$ cat config.mk
export PLATFORM = sky130hd
export DESIGN_NAME = raifes_hasti_master
export DESIGN_NICKNAME = d
export VERILOG_FILES = /design/src/rtl/raifes_hasti_master.sv
export SDC_FILE = /design/constraint.sdc
export NUM_CORES = 1
export LEC_CHECK = 0
export ABC_AREA = 1
export CORE_MARGIN = 2
export CORE_UTILIZATION = 50
export DETAILED_ROUTE_END_ITERATION = 6
export DONT_BUFFER_PORTS = 1
export PLACE_DENSITY_LB_ADDON = 0.25
export REMOVE_ABC_BUFFERS = 1
export SYNTH_ARGS = -nofsm -noshare
export SYNTH_HDL_FRONTEND = slang
export SYNTH_SLANG_ARGS = --single-unit
$ cat constraint.sdc
create_clock -name clk -period 1.47 [get_ports clk]
set_input_delay 0.294 -clock clk [delete_from_list [all_inputs] [get_ports clk]]
set_output_delay 0.294 -clock clk [all_outputs]
set_load 0.005 [all_outputs]
$ cat src/rtl/raifes_hasti_master.sv
// -----------------------------------------------------------------------------
// raifes_hasti_master
//
// Single-transfer HASTI (AHB-Lite) bus initiator. Each command accepted on the
// valid/ready interface becomes one NONSEQ/SINGLE transfer. Exactly one
// response pulse is returned per accepted command. Only one transfer is ever
// outstanding.
//
// Ports
//   clk, reset        system clock, synchronous active-high reset
//   cmd_valid/ready   command handshake (ready only while idle)
//   cmd_write         1 = write, 0 = read
//   cmd_addr          byte address
//   cmd_size          0 = byte, 1 = half, 2 = word (3 is rejected)
//   cmd_wdata         right-aligned write data
//   rsp_valid         one-cycle response pulse
//   rsp_rdata         right-aligned, zero-extended read data (0 for writes)
//   rsp_err           bus error, misalignment or timeout
//   rsp_timeout       response was produced by the stall timeout
//   h*                AHB-Lite master signals
//
// Optional feature: define HASTI_MASTER_TIMEOUT_EN to abort a transfer after
// TIMEOUT_CYCLES consecutive hready-low cycles. Without it the master waits
// for hready indefinitely and rsp_timeout is always 0.
// -----------------------------------------------------------------------------
`ifndef HASTI_ADDR_WIDTH
`define HASTI_ADDR_WIDTH 32
`endif
`ifndef HASTI_BUS_WIDTH
`define HASTI_BUS_WIDTH 32
`endif
`ifndef HASTI_SIZE_WIDTH
`define HASTI_SIZE_WIDTH 3
`endif
`ifndef HASTI_BURST_WIDTH
`define HASTI_BURST_WIDTH 3
`endif
`ifndef HASTI_PROT_WIDTH
`define HASTI_PROT_WIDTH 4
`endif
`ifndef HASTI_TRANS_WIDTH
`define HASTI_TRANS_WIDTH 2
`endif
`ifndef HASTI_RESP_WIDTH
`define HASTI_RESP_WIDTH 1
`endif

module raifes_hasti_master #(
   parameter int unsigned TIMEOUT_CYCLES = 255,
   parameter logic [3:0]  HPROT_VAL      = 4'b0011
) (
   input  logic                           clk,
   input  logic                           reset,
   input  logic                           cmd_valid,
   output logic                           cmd_ready,
   input  logic                           cmd_write,
   input  logic [`HASTI_ADDR_WIDTH-1:0]   cmd_addr,
   input  logic [1:0]                     cmd_size,
   input  logic [`HASTI_BUS_WIDTH-1:0]    cmd_wdata,
   output logic                           rsp_valid,
   output logic [31:0]                    rsp_rdata,
   output logic                           rsp_err,
   output logic                           rsp_timeout,
   output logic [`HASTI_ADDR_WIDTH-1:0]   haddr,
   output logic                           hwrite,
   output logic [`HASTI_SIZE_WIDTH-1:0]   hsize,
   output logic [`HASTI_BURST_WIDTH-1:0]  hburst,
   output logic                           hmastlock,
   output logic [`HASTI_PROT_WIDTH-1:0]   hprot,
   output logic [`HASTI_TRANS_WIDTH-1:0]  htrans,
   output logic [`HASTI_BUS_WIDTH-1:0]    hwdata,
   input  logic [`HASTI_BUS_WIDTH-1:0]    hrdata,
   input  logic                           hready,
   input  logic [`HASTI_RESP_WIDTH-1:0]   hresp
);

   localparam logic [1:0] TRANS_IDLE   = 2'b00;
   localparam logic [1:0] TRANS_NONSEQ = 2'b10;

   typedef enum logic [1:0] {S_IDLE, S_ADDR, S_DATA, S_RESP} state_t;

   state_t      state, state_next;
   logic [31:0] haddr_next, hwdata_next, rsp_rdata_next;
   logic [31:0] wdata_q, wdata_q_next;
   logic [2:0]  hsize_next;
   logic [1:0]  htrans_next;
   logic        hwrite_next, rsp_valid_next, rsp_err_next, rsp_timeout_next;
   logic        cmd_legal, timeout_hit;
   logic [31:0] wdata_rep, rdata_lane;

   assign hburst    = 3'b000;
   assign hmastlock = 1'b0;
   assign hprot     = HPROT_VAL;

   // Handshake is only offered while idle and never while reset is held.
   assign cmd_ready = (state == S_IDLE) && !reset;

   always_comb begin
      unique case (cmd_size)
         2'd0:    cmd_legal = 1'b1;
         2'd1:    cmd_legal = !cmd_addr[0];
         2'd2:    cmd_legal = (cmd_addr[1:0] == 2'b00);
         default: cmd_legal = 1'b0;
      endcase
   end

   // Replicate the right-aligned write data onto every lane it could occupy.
   always_comb begin
      unique case (hsize[1:0])
         2'd0:    wdata_rep = {4{wdata_q[7:0]}};
         2'd1:    wdata_rep = {2{wdata_q[15:0]}};
         default: wdata_rep = wdata_q;
      endcase
   end

   // Pick the addressed lane out of the read bus and right-align it.
   always_comb begin
      unique case (hsize[1:0])
         2'd0:    rdata_lane = {24'b0, hrdata[{haddr[1:0], 3'b000} +: 8]};
         2'd1:    rdata_lane = {16'b0, hrdata[{haddr[1], 4'b0000} +: 16]};
         default: rdata_lane = hrdata;
      endcase
   end

`ifdef HASTI_MASTER_TIMEOUT_EN
   localparam int CNT_W = ($clog2(TIMEOUT_CYCLES + 1) > 8) ? $clog2(TIMEOUT_CYCLES + 1) : 8;
   localparam logic [CNT_W-1:0] CNT_LAST = CNT_W'(TIMEOUT_CYCLES - 1);

   logic [CNT_W-1:0] stall_cnt;
   logic             in_bus_phase;

   assign in_bus_phase = (state == S_ADDR) || (state == S_DATA);

   // Counts stalls seen before the current cycle; the stall in the current
   // cycle is the one that reaches the limit.
   always_ff @(posedge clk) begin
      if (reset)
         stall_cnt <= '0;
      else if (in_bus_phase && !hready)
         stall_cnt <= stall_cnt + 1'b1;
      else
         stall_cnt <= '0;
   end

   assign timeout_hit = in_bus_phase && !hready && (stall_cnt == CNT_LAST);
`else
   logic [31:0] timeout_cycles_unused;
   assign timeout_cycles_unused = TIMEOUT_CYCLES;
   assign timeout_hit           = 1'b0;
`endif

   // NOTE: every signal assigned here gets a default first so no path leaves
   // it unassigned, which would otherwise infer a latch.
   always_comb begin
      state_next       = state;
      haddr_next       = haddr;
      hwrite_next      = hwrite;
      hsize_next       = hsize;
      htrans_next      = htrans;
      hwdata_next      = hwdata;
      wdata_q_next     = wdata_q;
      rsp_valid_next   = 1'b0;
      rsp_rdata_next   = rsp_rdata;
      rsp_err_next     = rsp_err;
      rsp_timeout_next = rsp_timeout;

      unique case (state)
         S_IDLE: begin
            if (cmd_valid) begin
               if (cmd_legal) begin
                  haddr_next   = cmd_addr;
                  hwrite_next  = cmd_write;
                  hsize_next   = {1'b0, cmd_size};
                  htrans_next  = TRANS_NONSEQ;
                  wdata_q_next = cmd_wdata;
                  state_next   = S_ADDR;
               end else begin
                  // Rejected locally: nothing reaches the bus.
                  rsp_valid_next   = 1'b1;
                  rsp_err_next     = 1'b1;
                  rsp_timeout_next = 1'b0;
                  rsp_rdata_next   = '0;
                  state_next       = S_RESP;
               end
            end
         end
         S_ADDR: begin
            if (timeout_hit) begin
               htrans_next      = TRANS_IDLE;
               rsp_valid_next   = 1'b1;
               rsp_err_next     = 1'b1;
               rsp_timeout_next = 1'b1;
               rsp_rdata_next   = '0;
               state_next       = S_RESP;
            end else if (hready) begin
               htrans_next = TRANS_IDLE;
               if (hwrite)
                  hwdata_next = wdata_rep;
               state_next = S_DATA;
            end
         end
         S_DATA: begin
            // The first cycle of a two-cycle ERROR has hready low and is
            // simply waited out; hresp is sampled on the completing cycle.
            if (timeout_hit) begin
               rsp_valid_next   = 1'b1;
               rsp_err_next     = 1'b1;
               rsp_timeout_next = 1'b1;
               rsp_rdata_next   = '0;
               state_next       = S_RESP;
            end else if (hready) begin
               rsp_valid_next   = 1'b1;
               rsp_err_next     = hresp[0];
               rsp_timeout_next = 1'b0;
               rsp_rdata_next   = hwrite ? 32'b0 : rdata_lane;
               state_next       = S_RESP;
            end
         end
         default: begin
            state_next = S_IDLE;
         end
      endcase
   end

   // NOTE: sequential state uses non-blocking assignments so every register
   // samples the pre-edge values regardless of statement order.
   always_ff @(posedge clk) begin
      if (reset) begin
         state       <= S_IDLE;
         haddr       <= '0;
         hwrite      <= 1'b0;
         hsize       <= '0;
         htrans      <= TRANS_IDLE;
         hwdata      <= '0;
         wdata_q     <= '0;
         rsp_valid   <= 1'b0;
         rsp_rdata   <= '0;
         rsp_err     <= 1'b0;
         rsp_timeout <= 1'b0;
      end else begin
         state       <= state_next;
         haddr       <= haddr_next;
         hwrite      <= hwrite_next;
         hsize       <= hsize_next;
         htrans      <= htrans_next;
         hwdata      <= hwdata_next;
         wdata_q     <= wdata_q_next;
         rsp_valid   <= rsp_valid_next;
         rsp_rdata   <= rsp_rdata_next;
         rsp_err     <= rsp_err_next;
         rsp_timeout <= rsp_timeout_next;
      end
   end

endmodule

# --- After elaboration in Yosys (flattened, before gate mapping) ---
# Cells that the tools add are included.
# W data, S select, Z words.
op_classes:
  n_mux: 29
  shift: 2
  reduce_logical: 14
  n_eq_ne: 10
op_table:
  columns: ["operator", "n"]
  rows:
  - ["$pmux W32 S2", 3]
  - ["$mux W32", 4]
  - ["$shiftx A32 B6 Y16", 1]
  - ["$shiftx A32 B6 Y8", 1]
  - ["$mux W2", 7]
  - ["$ne A2 B2 Y1 const B", 5]
  - ["$mux W1", 9]
  - ["$reduce_and A3 Y1", 3]
  - ["$logic_not A2 Y1", 4]
  - ["$reduce_and A4 Y1", 2]
  - ["$eq A2 B1 Y1 const B", 3]
  - ["$pmux W1 S2", 3]
  - ["$pmux W2 S3", 1]
  - ["$eq A2 B2 Y1 const B", 2]
  - ["$pmux W2 S2", 1]
  - ["$reduce_bool A2 Y1", 2]
  - ["$pmux W1 S3", 1]
  - ["$logic_not A1 Y1", 2]
  - ["$logic_and A1 B1 Y1", 1]
totals:
  regBits: 138
  inputBits: 104
  output_inout_bits: 114

# --- Logic depth before layout (Yosys ltp) ---
# Gate-level depths: netlist of run 1.
depth:
  ltp_word: 5
  ltp_mapped: 12
  depth_no_buf: 11

# --- Least setup slack after synthesis of run 1 ---
# Ideal clock, no wire load.
synth_path:
  kind: "register -> register"
  start: "reg state[0]"
  end: "reg rsp_rdata[5]"
  stages_incl_launch_ff: 12
  required_ns: 1.341
  setup_slack_ns: -0.120
  n_path_buf: 1
  setup_ns: 0.129
  t_arrival_ns: 1.461
  cell_sequence: "dfxtp_1 > inv_1 > ha_1 > nand2_1 > nand2_2 > nor2_8 > nand2_4 > inv_6 > buf_8 > nor2_1 > nor2_1 > nor2_1"
synth_via:
  elab_chain_cells: 3
  word_cells_on_any_way: 8
  classes_between: "eq/ne: 4; mux: 1; reduce/logical: 3"
synth_rtl:
  columns: ["item", "line_no", "rtl"]
  rows:
  - ["start: declaration", "82", "state_t state, state_next;"]
  - ["start signal: assignment", "241", "state <= state_next;"]
  - ["$eq A2 B2 Y1 or $logic_not A2 Y1 (tied branches)", "167", "unique case (state)"]
  - ["$ne A2 B2 Y1 (no source line) or $reduce_bool A2 Y1 (tied branches)", null, null]
  - ["$reduce_and A4 Y1 (no source line)", null, null]
  - ["end signal: assignment", "249", "rsp_rdata <= rsp_rdata_next;"]
  - ["end: declaration", "61", "output logic [31:0] rsp_rdata,"]
# Parallel ways exist; a longest one is shown, timed or not.
# A chain may end at the register's enable or synchronous reset.

# --- Final worst setup path of run 1 ---
layout_path:
  start: "reg state[1]"
  end: "out cmd_ready"
layout_via:
  elab_chain_cells: 2
layout_rtl:
  columns: ["item", "line_no", "rtl"]
  rows:
  - ["$logic_not A2 Y1", "96", "assign cmd_ready = (state == S_IDLE) && !reset;"]
  - ["$logic_and A1 B1 Y1", "96", null]
  - ["end: declaration", "55", "output logic cmd_ready,"]
# No other way between the ends.

==> summary.txt, run 1 <==
Placement
  – Placed Cells: 963
  – Setup WS pre-CTS: -0.146 ns
  – Dpl hpwl: 10800 um
  – Placed cell areas: 6270 sq um
  – RePlAce Congestion: 0.849
  – Port Buf Inserts: 0

Hold path
  – HP Class: input pin to flip-flop

Synth
  – Register area share after synthesis: 0.454
  – Unique masters post-synth: 30
  – Post-synthesis mux area share: 0
  – Synth Register Bits: 136
  – Post-synth EDFFs: 0
  – Post-synthesis xor/xnor area fraction: 0
  – Main combinational cell family by area after synthesis: compound AO/OA/AOI/OAI gates
  – Yosys warning count: 0
  – Synth area leaders: dfxtp_1 (45%), nand2_1 (11%), a21oi_1 (8.5%)
  – Cell accounting for the most synthesized area: dfxtp_1
  – Syn Area/Cell: 7.21 sq um
  – Simple-gate portion of the synthesized area: 0.204
  – Post-synthesis compound-gate area fraction: 0.219
  – Synthesized cell area: 6000 sq um
  – Post-synth top area share: 0.454
  – Adder-cell share of the synthesized area: 0.00834
  – Synth Flop Type: dfxtp_1
  – Async set or reset register ratio after synthesis: 0
  – Cells after Synth: 833

Layout
  – Most frequent cells in the layout: nand2_1 (177), dfxtp_1 (133), a21oi_1 (94)
  – Layout cells sized above 1: 0.213
  – Post-route insts no fill: 1015
  – Area grow syn2layout: 26.1%
  – NumNets Final: 963
  – Post-route cell area: 7570 sq um
  – Most common cell after layout, fill and taps aside: nand2_1
  – Ant diodes: 0

Worst setup path
  – Largest stage delay, worst path: 0.37 ns
  – Setup crit start kind: flip-flop
  – CP Capture Type: output pin
  – CP top delay family: flip-flops
  – Crit path DAT: 1.28 ns
  – CP bufs+invs: 3
  – Critical-path top delay cell: dfxtp_4
  – Worst path cell trace: inv_4 > ha_4 > inv_2 > buf_4 > nor2_4
  – Worst path required time: 1.18 ns
  – WS Path Type: flip-flop to output pin
  – CP max FO: 4

Clock tree
  – CTS root buffer: clkbuf_16
  – Total clock sinks: 136
  – Clk slew on worst S/H paths: 0.06 ns
  – Clk Latency, worst-skew pair: 0.42 ns
  – Htree depth: 4
  – Clock buffer count from CTS: 17
  – CTS tree: built
  – Clock tree buffer depth: 2

Route
  – Highest Signal Layer: met4
  – Routed wire length: 18300 um
  – Met1 WL: 7160 um
  – First-pass DRT Iterations: 5
  – Met2 wire length: 9200 um
  – ANT nets after route: 0
  – WL/cell: 18.1 um
  – Vias: 5611
  – Vias per cell: 5.53
  – Initial drt markers: 415
  – WL met3: 1730 um
  – DRC viols: 0

Global routing
  – First-pass GRT wire length: 26800 um
  – Vias in the first global route: 5382
  – Total GRT Usage: 0.264
  – Initial antenna violation count: 0
  – Largest net degree at the start of global routing: 60
  – Congestion Overflow GR: 0

STA
  – RSZ-0062 raised after global routing: true
  – Share of the clock period used by the worst path: 1.07
  – Worst Clk Skew: 0.00680 ns
  – Final hold vios: 0
  – Slew Viols, Final: 0
  – Post-route setup slack: -0.103 ns
  – # setup viols final: 41
  – Fin crit period: 1.57 ns
  – Fmax: 636 MHz

Power
  – Peak supply drop: 1060 uV
  – Power per cell area: 1660 nW/um^2
  – Cell leakage power: 2.92 nW
  – Tot Pwr: 12.5 mW

Outcome
  – Outcome: finished with violations
  – Failing checks: negative setup slack

Die
  – Initial Utilization: 0.506
  – Die height: 114 um
  – DIE WIDTH: 114 um
  – Core footprint: 11900 sq um
  – Die ar.: 12900 sq um
  – Cell Rows: 40
  – I/O pins: 218

Flow run
  – Max-cap viol count: 0
area by class of cell:
class,count,area (sq um)
Clock buffer,18,429
Clock inverter,14,124
Fill cell,1018,4290
Inverter,90,372
Multi-Input combinational cell,551,2920
Sequential cell,136,2730
Tap cell,147,184
Timing Repair Buffer,58,806
Timing Repair inverter,1,11.3
per-stage QoR:
stage | util | TNS [ns] | hold WS [ns]
final | 0.638 | -2.05 | 0.0221
after global routing | 0.638 | -5.59 | 0.00755
after CTS | 0.600 | -0.963 | 0.0112
after floorplan | - | -97.98 | 0.356
after detailed placement | 0.528 | -6.46 | 0.361
after global placement | 0.528 | -1.78 | 0.360
timing repair:
action | CTS | global route
pin swaps | 2 | 2
setup buffers | 4 | 0
cloned | 5 | 10
resized for setup | 29 | 118
hold buffers | 1 | 0
setup endpoints to repair | 111 | 111
hold endpoints to repair | 35 | 0
path summary, 6_finish.rpt:
path / start / end / slack, ns / cells past startpoint
hold reg to reg: wdata_q[22]$_SDFFE_PP0P_ / wdata_q[22]$_SDFFE_PP0P_ / 0.44 / 2
setup reg to reg: state[1]$_SDFFE_PP0P_ / rsp_rdata[20]$_SDFFE_PP0P_ / -0.08 / 7
hold / removal: hresp / rsp_err$_SDFFE_PP0P_ / 0.02 / 2
setup / recovery: state[1]$_SDFFE_PP0P_ / cmd_ready / -0.10 / 5
power by group:
group          switching, mW  internal [mW]  total, mW
sequential             0.345           4.12       4.47
clock                   1.68           2.33       4.02
combinational           2.39           1.67       4.06
flip-flops by register name, summed over array words and instances (netlist names):
signal     flops
rsp_err        1
hwdata        32
rsp_rdata     32
htrans         1
haddr         32
rsp_valid      1
hwrite         1
state          2
hsize          2
wdata_q       32
metal layers:
| layer | global-route usage | vias to the layer above |
|---|---|---|
| met5 | 0 | - |
| met4 | 0.101 | 0 |
| met3 | 0.106 | 24 |
| met2 | 0.446 | 228 |
| met1 | 0.300 | 2622 |
| li1 | - | 2737 |
synth_stat cells, drive strengths merged, types with 2 or more instances:
cell	number
a21oi	117
ha	4
dfxtp	136
and2	2
clkbuf	26
inv	88
nor2	66
nand3	22
nand4	8
conb	2
nand2	191
a31oi	24
clkinv	2
o21ai	103
buf	39
cells by family after synthesis:
logic type      Yosys count
compound gates          245
fa+ha+maj                 4
buf+inv                 155
flops                   136
other cells               2
simple gates            291
Note: power is estimated with default switching activity, not from simulation.
==> inputs of run 2 (changes only) <==
Settings changed: CTS_BUF_LIST set to sky130_fd_sc_hd__clkbuf_16.
Clock period 1.47 ns to 2.05 ns, I/O delays scaled along.
==> run 2 against run 1 <==
Against the previous run:
- the flow now finishes without violations
- power down 35%
- clock power down 20%
- clock-buffer cell count down 1
- sequential share of layout area up 4.7 points
- hold slack better by 0.030 ns
- routed wire length down 19%
- cell count down 4.0%
- flip-flop and latch count unchanged
- combinational power down 57%
- via count down 8.4%
- critical endpoint unchanged
==> summary.txt, run 2 (synthesized netlist as in run 1, its figures left out) <==
Global routing
  – GR peak layer: met2
  – Met2 Use GR: 0.393
  – First-pass GRT wire length: 23800 um
  – Vias in the first global route: 4867
  – Largest net degree at the start of global routing: 66
  – Initial antenna violation count: 0
  – Routing usage on met3: 0.0882
  – Total GRT Usage: 0.233
  – Met1 Use GR: 0.267
  – Congestion Overflow GR: 0

Worst setup path
  – Levels on crit path: 4
  – CP Capture Type: output pin
  – R2R setup slack: 0.23 ns
  – Worst path required time: 1.64 ns
  – Crit path DAT: 1.42 ns
  – Critical-path top delay cell: dfxtp_1
  – CP bufs+invs: 2
  – RR Startpoint: state[0]$_SDFFE_PP0P_
  – WS Path Type: flip-flop to output pin
  – Setup crit start kind: flip-flop
  – Largest stage delay, worst path: 0.34 ns
  – Worst R2R End: rsp_rdata[3]$_SDFFE_PP0P_
  – Worst reg2reg path depth: 10
  – Worst setup endpoint: cmd_ready
  – CP max FO: 5
  – Critical path origin: state[0]$_SDFFE_PP0P_
  – CP top delay family: flip-flops
  – Worst path cell trace: inv_1 > ha_1 > inv_2 > nor2_1

Layout
  – Multi-input gate area: 2640 sq um
  – Ant diodes: 0
  – Layout filler cell count: 1131
  – Area grow syn2layout: 11.4%
  – Register area: 2720 sq um
  – NumNets Final: 922
  – Layout cells sized above 1: 0.108
  – Most common cell after layout, fill and taps aside: nand2_1
  – Post-route insts no fill: 974
  – Most frequent cells in the layout: nand2_1 (178), dfxtp_1 (135), o21ai_0 (102), a21oi_1 (102), inv_1 (83)

STA
  – Worst-Margin Slew: 0.503 ns
  – # setup viols final: 0
  – Slew HR: 0.665
  – Slew Viols, Final: 0
  – Final hold vios: 0
  – Total negative setup slack: 0 ns
  – Worst Clk Skew: 0.00770 ns
  – Fin crit period: 1.83 ns
  – Post-route setup slack: 0.220 ns
  – Fmax: 546 MHz
  – RSZ-0062 raised after global routing: false
  – Min Hold Slack: 0.0520 ns
  – Share of the clock period used by the worst path: 0.893

Route
  – First-pass DRT Iterations: 5
  – WL/cell: 15.3 um
  – Vias: 5140
  – ANT nets after route: 0
  – Routed wire length: 14900 um
  – DRC viols: 0
  – Initial drt markers: 338
  – Vias per cell: 5.28

Clock tree
  – Post-CTS sizing: 0
  – Clock tree buffer depth: 2
  – Clk slew on worst S/H paths: 0.06 ns
  – Htree depth: 4
  – Clk Latency, worst-skew pair: 0.42 ns
  – CTS tree: built
  – Total clock sinks: 136
  – Hold-fix buffers, CTS: 0
  – Clock buffer count from CTS: 17
  – Setup bufs post-CTS: 0
  – CTS root buffer: clkbuf_16

Die
  – DIE WIDTH: 114 um
  – Die height: 114 um
  – Initial Utilization: 0.506
  – Cell Rows: 40
  – I/O pins: 218
  – Core footprint: 11900 sq um
  – Die ar.: 12900 sq um

Placement
  – Placed Cells: 942
  – Port Buf Inserts: 0
  – Dpl hpwl: 10700 um
  – RePlAce Congestion: 0.859
  – Setup WS pre-CTS: 0.247 ns

Outcome
  – Outcome: complete, no violations

Power
  – Power per cell area: 1220 nW/um^2
  – Cell leakage power: 2.57 nW
  – Peak supply drop: 627 uV

Hold path
  – HP Class: input pin to flip-flop

Flow run
  – Max-cap viol count: 0
==> run 2: area by class of cell <==
type	count	share of cell area
Timing Repair Buffer	18	0.0258
Clock buffer	17	0.0636
Clock inverter	15	0.0298
Multi-Input combinational cell	551	0.394
Tap cell	147	0.0275
Inverter	90	0.0513
Sequential cell	136	0.408
==> run 2: worst min-delay path by stage <==
stage	from	end	depth (start not counted)
after floorplan	wdata_q[16]$_SDFFE_PP0P_	wdata_q[16]$_SDFFE_PP0P_	2
after global placement	wdata_q[24]$_SDFFE_PP0P_	wdata_q[24]$_SDFFE_PP0P_	2
after detailed placement	wdata_q[20]$_SDFFE_PP0P_	wdata_q[20]$_SDFFE_PP0P_	2
after CTS	reset	rsp_rdata[23]$_SDFFE_PP0P_	1
after global routing	reset	rsp_rdata[31]$_SDFFE_PP0P_	1
final	reset	rsp_rdata[23]$_SDFFE_PP0P_	1
==> run 2: routing by layer <==
metal | vias up | part of all wire
met5 | - | 0
met4 | 0 | 0.010
met3 | 11 | 0.10
met2 | 189 | 0.49
met1 | 2304 | 0.40
li1 | 2636 | -
==> run 2: through the flow <==
step / total power [mW] / cell area [sq um] / utilization
3_3_place_gp: 4.91 / 6060 / 0.511
6_report: 8.13 / 6680 / 0.564
3_5_place_dp: 4.99 / 6060 / 0.511
4_1_cts: 8.21 / 6680 / 0.564
2_1_floorplan: 4.42 / 5690 / -
5_1_grt: 8.58 / 6680 / 0.564
==> run 2: power by group <==
group          switching (mW)  internal [mW]  leakage, nW
Clock                    1.17           2.04        0.305
Combinational            1.19          0.533         1.16
Sequential              0.244           2.95         1.11
Total                    2.61           5.52         2.57
==> inputs of run 3 (changes only) <==
Settings changed: CORE_ASPECT_RATIO set to 0.8.
==> run 3 against run 2 <==
Against the previous run:
- global-route usage rose by 0.24 points
- flip-flop and latch count did not move
- core utilization rose by 1.3 points
- combinational power barely moved
- largest power group unchanged
- clock skew rose by 0.0068 ns
==> summary.txt, run 3 (synthesized netlist as in run 1, its figures left out) <==
Outcome
  – Outcome: complete, no violations

Route
  – ANT nets after route: 0
  – Vias: 5262
  – Vias per cell: 5.41
  – First-pass DRT Iterations: 5
  – WL/cell: 15.9 um
  – Routed wire length: 15400 um
  – DRC viols: 0
  – Initial drt markers: 361

Clock tree
  – Htree depth: 4
  – Clock tree buffer depth: 2
  – Hold-fix buffers, CTS: 0
  – CTS tree: built
  – Clk Latency, worst-skew pair: 0.42 ns
  – CTS root buffer: clkbuf_16
  – Clk slew on worst S/H paths: 0.07 ns
  – Total clock sinks: 136
  – Setup bufs post-CTS: 0
  – Clock buffer count from CTS: 17
  – Post-CTS sizing: 0

STA
  – RSZ-0062 raised after global routing: false
  – Share of the clock period used by the worst path: 0.919
  – Slew Viols, Final: 0
  – # setup viols final: 0
  – Worst Clk Skew: 0.0145 ns
  – Fmax: 531 MHz
  – Min Hold Slack: 0.0524 ns
  – Final hold vios: 0
  – Fin crit period: 1.88 ns
  – Worst-Margin Slew: 0.549 ns
  – Slew HR: 0.634

Power
  – Peak supply drop: 648 uV
  – Flop pwr share: 0.385
  – Switching part of the total: 0.338
  – Cell-internal power: 5.46 mW
  – Power per cell area: 1230 nW/um^2
  – Tot Pwr: 8.25 mW
  – Cell leakage power: 2.57 nW
  – Clock share of power: 0.401
  – Switch Pwr: 2.79 mW
  – Comb power frac: 0.213

Flow run
  – Max-cap viol count: 0

Worst setup path
  – Largest stage delay, worst path: 0.34 ns
  – Cell mode on critical path: nand2_1
  – Worst reg2reg path depth: 7
  – Worst path required time: 2.40 ns
  – CP max FO: 25
  – Critical path origin: state[1]$_SDFFE_PP0P_
  – WS Path Type: flip-flop to flip-flop
  – Setup crit start kind: flip-flop
  – CP Capture Type: flip-flop
  – Worst path cell trace: inv_1 > ha_1 > nand2_1 > nand2_4 > buf_4 > nand2_1 > a21oi_2
  – R2R setup slack: 0.17 ns
  – Crit path DAT: 2.23 ns
  – Worst R2R End: rsp_rdata[16]$_SDFFE_PP0P_
  – Critical-path top delay cell: dfxtp_1
  – RR Startpoint: state[1]$_SDFFE_PP0P_

Layout
  – Post-route insts no fill: 972
  – Area grow syn2layout: 11.5%
  – Most frequent cells in the layout: nand2_1 (178), dfxtp_1 (135), o21ai_0 (102), a21oi_1 (102), inv_1 (83)
  – Ant diodes: 0
  – NumNets Final: 919
  – Layout cells sized above 1: 0.106
  – Most common cell after layout, fill and taps aside: nand2_1
  – Layout filler cell count: 1048

Global routing
  – First-pass GRT wire length: 24200 um
  – Initial antenna violation count: 1
  – Vias in the first global route: 4932
  – Total GRT Usage: 0.235
  – Largest net degree at the start of global routing: 102
  – Congestion Overflow GR: 0

Hold path
  – Worst hold stages: 1
  – Worst Hold Path EP: rsp_rdata[31]$_SDFFE_PP0P_
  – Hold wc startpoint: reset
  – HP Class: input pin to flip-flop

Die
  – I/O pins: 218
  – Initial Utilization: 0.517
  – Cell Rows: 35
  – DIE WIDTH: 126 um
  – Die height: 102 um
  – Die ar.: 12900 sq um
  – Core footprint: 11600 sq um

Placement
  – Dpl hpwl: 10600 um
  – RePlAce Congestion: 0.890
  – Port Buf Inserts: 0
  – Placed Cells: 940
[run 3: changes by cell type in the layout (fill, tap and decap cells not counted), sizes merged]
cell / previous run / this run
inv: 91 / 99
clkinv: 9 / 3
buf: 18 / 15
bufinv: 4 / 3
clkinvlp: 1 / 0
[run 3: worst max-delay path: cells and delay by family, from the launching register on]
family / cells / cell delay (ns)
DFF: 1 / 0.34
adders and majority gates: 1 / 0.29
AOI/OAI and AO/OA: 1 / 0.16
buffers and inverters: 2 / 0.37
and+or+nand+nor: 3 / 0.63
[run 3: how the worst max path moves through the flow]
stage,end,depth (start not counted)
final,rsp_rdata[16]$_SDFFE_PP0P_,7
after global routing,rsp_rdata[7]$_SDFFE_PP0P_,10
after CTS,rsp_rdata[16]$_SDFFE_PP0P_,7
after detailed placement,rsp_rdata[16]$_SDFFE_PP0P_,7
after global placement,rsp_err$_SDFFE_PP0P_,9
after floorplan,haddr[0]$_SDFFE_PP0P_,5
[run 3: metrics by stage]
| step | utilization | area (sq um) | setup WS [ns] | TNS, ns |
|---|---|---|---|---|
| 2_1_floorplan | - | 5690 | -0.440 | -33.25 |
| 3_3_place_gp | 0.521 | 6050 | 0.307 | 0 |
| 3_5_place_dp | 0.521 | 6050 | 0.194 | 0 |
| 4_1_cts | 0.577 | 6690 | 0.176 | 0 |
| 5_1_grt | 0.577 | 6690 | 0.0380 | 0 |
| 6_report | 0.577 | 6690 | 0.167 | 0 |
[run 3: per-layer routing]
metal  up-vias  wire length, um  GRT usage
met4         2              315     0.0989
met5         -                8          0
li1       2636                -          -
met3        27             1430     0.0832
met2       205             7020      0.369
met1      2392             6670      0.297
[run 3: layout make-up]
type / instances / area [sq um] / area share
Inverter: 90 / 343 / 0.0512
Sequential cell: 136 / 2720 / 0.407
Multi-Input combinational cell: 551 / 2640 / 0.394
Timing Repair Buffer: 15 / 163 / 0.0243
Clock inverter: 15 / 218 / 0.0325
Clock buffer: 17 / 425 / 0.0636
Tap cell: 148 / 185 / 0.0277
[run 3: power by group through the flow]
stage	combinational [mW]	sequential, mW	clock, mW
after CTS	1.76	3.18	3.37
after global routing	1.99	3.22	3.48
after detailed placement	1.75	3.23	0
after floorplan	1.21	3.21	0
final	1.76	3.18	3.31
after global placement	1.68	3.22	0
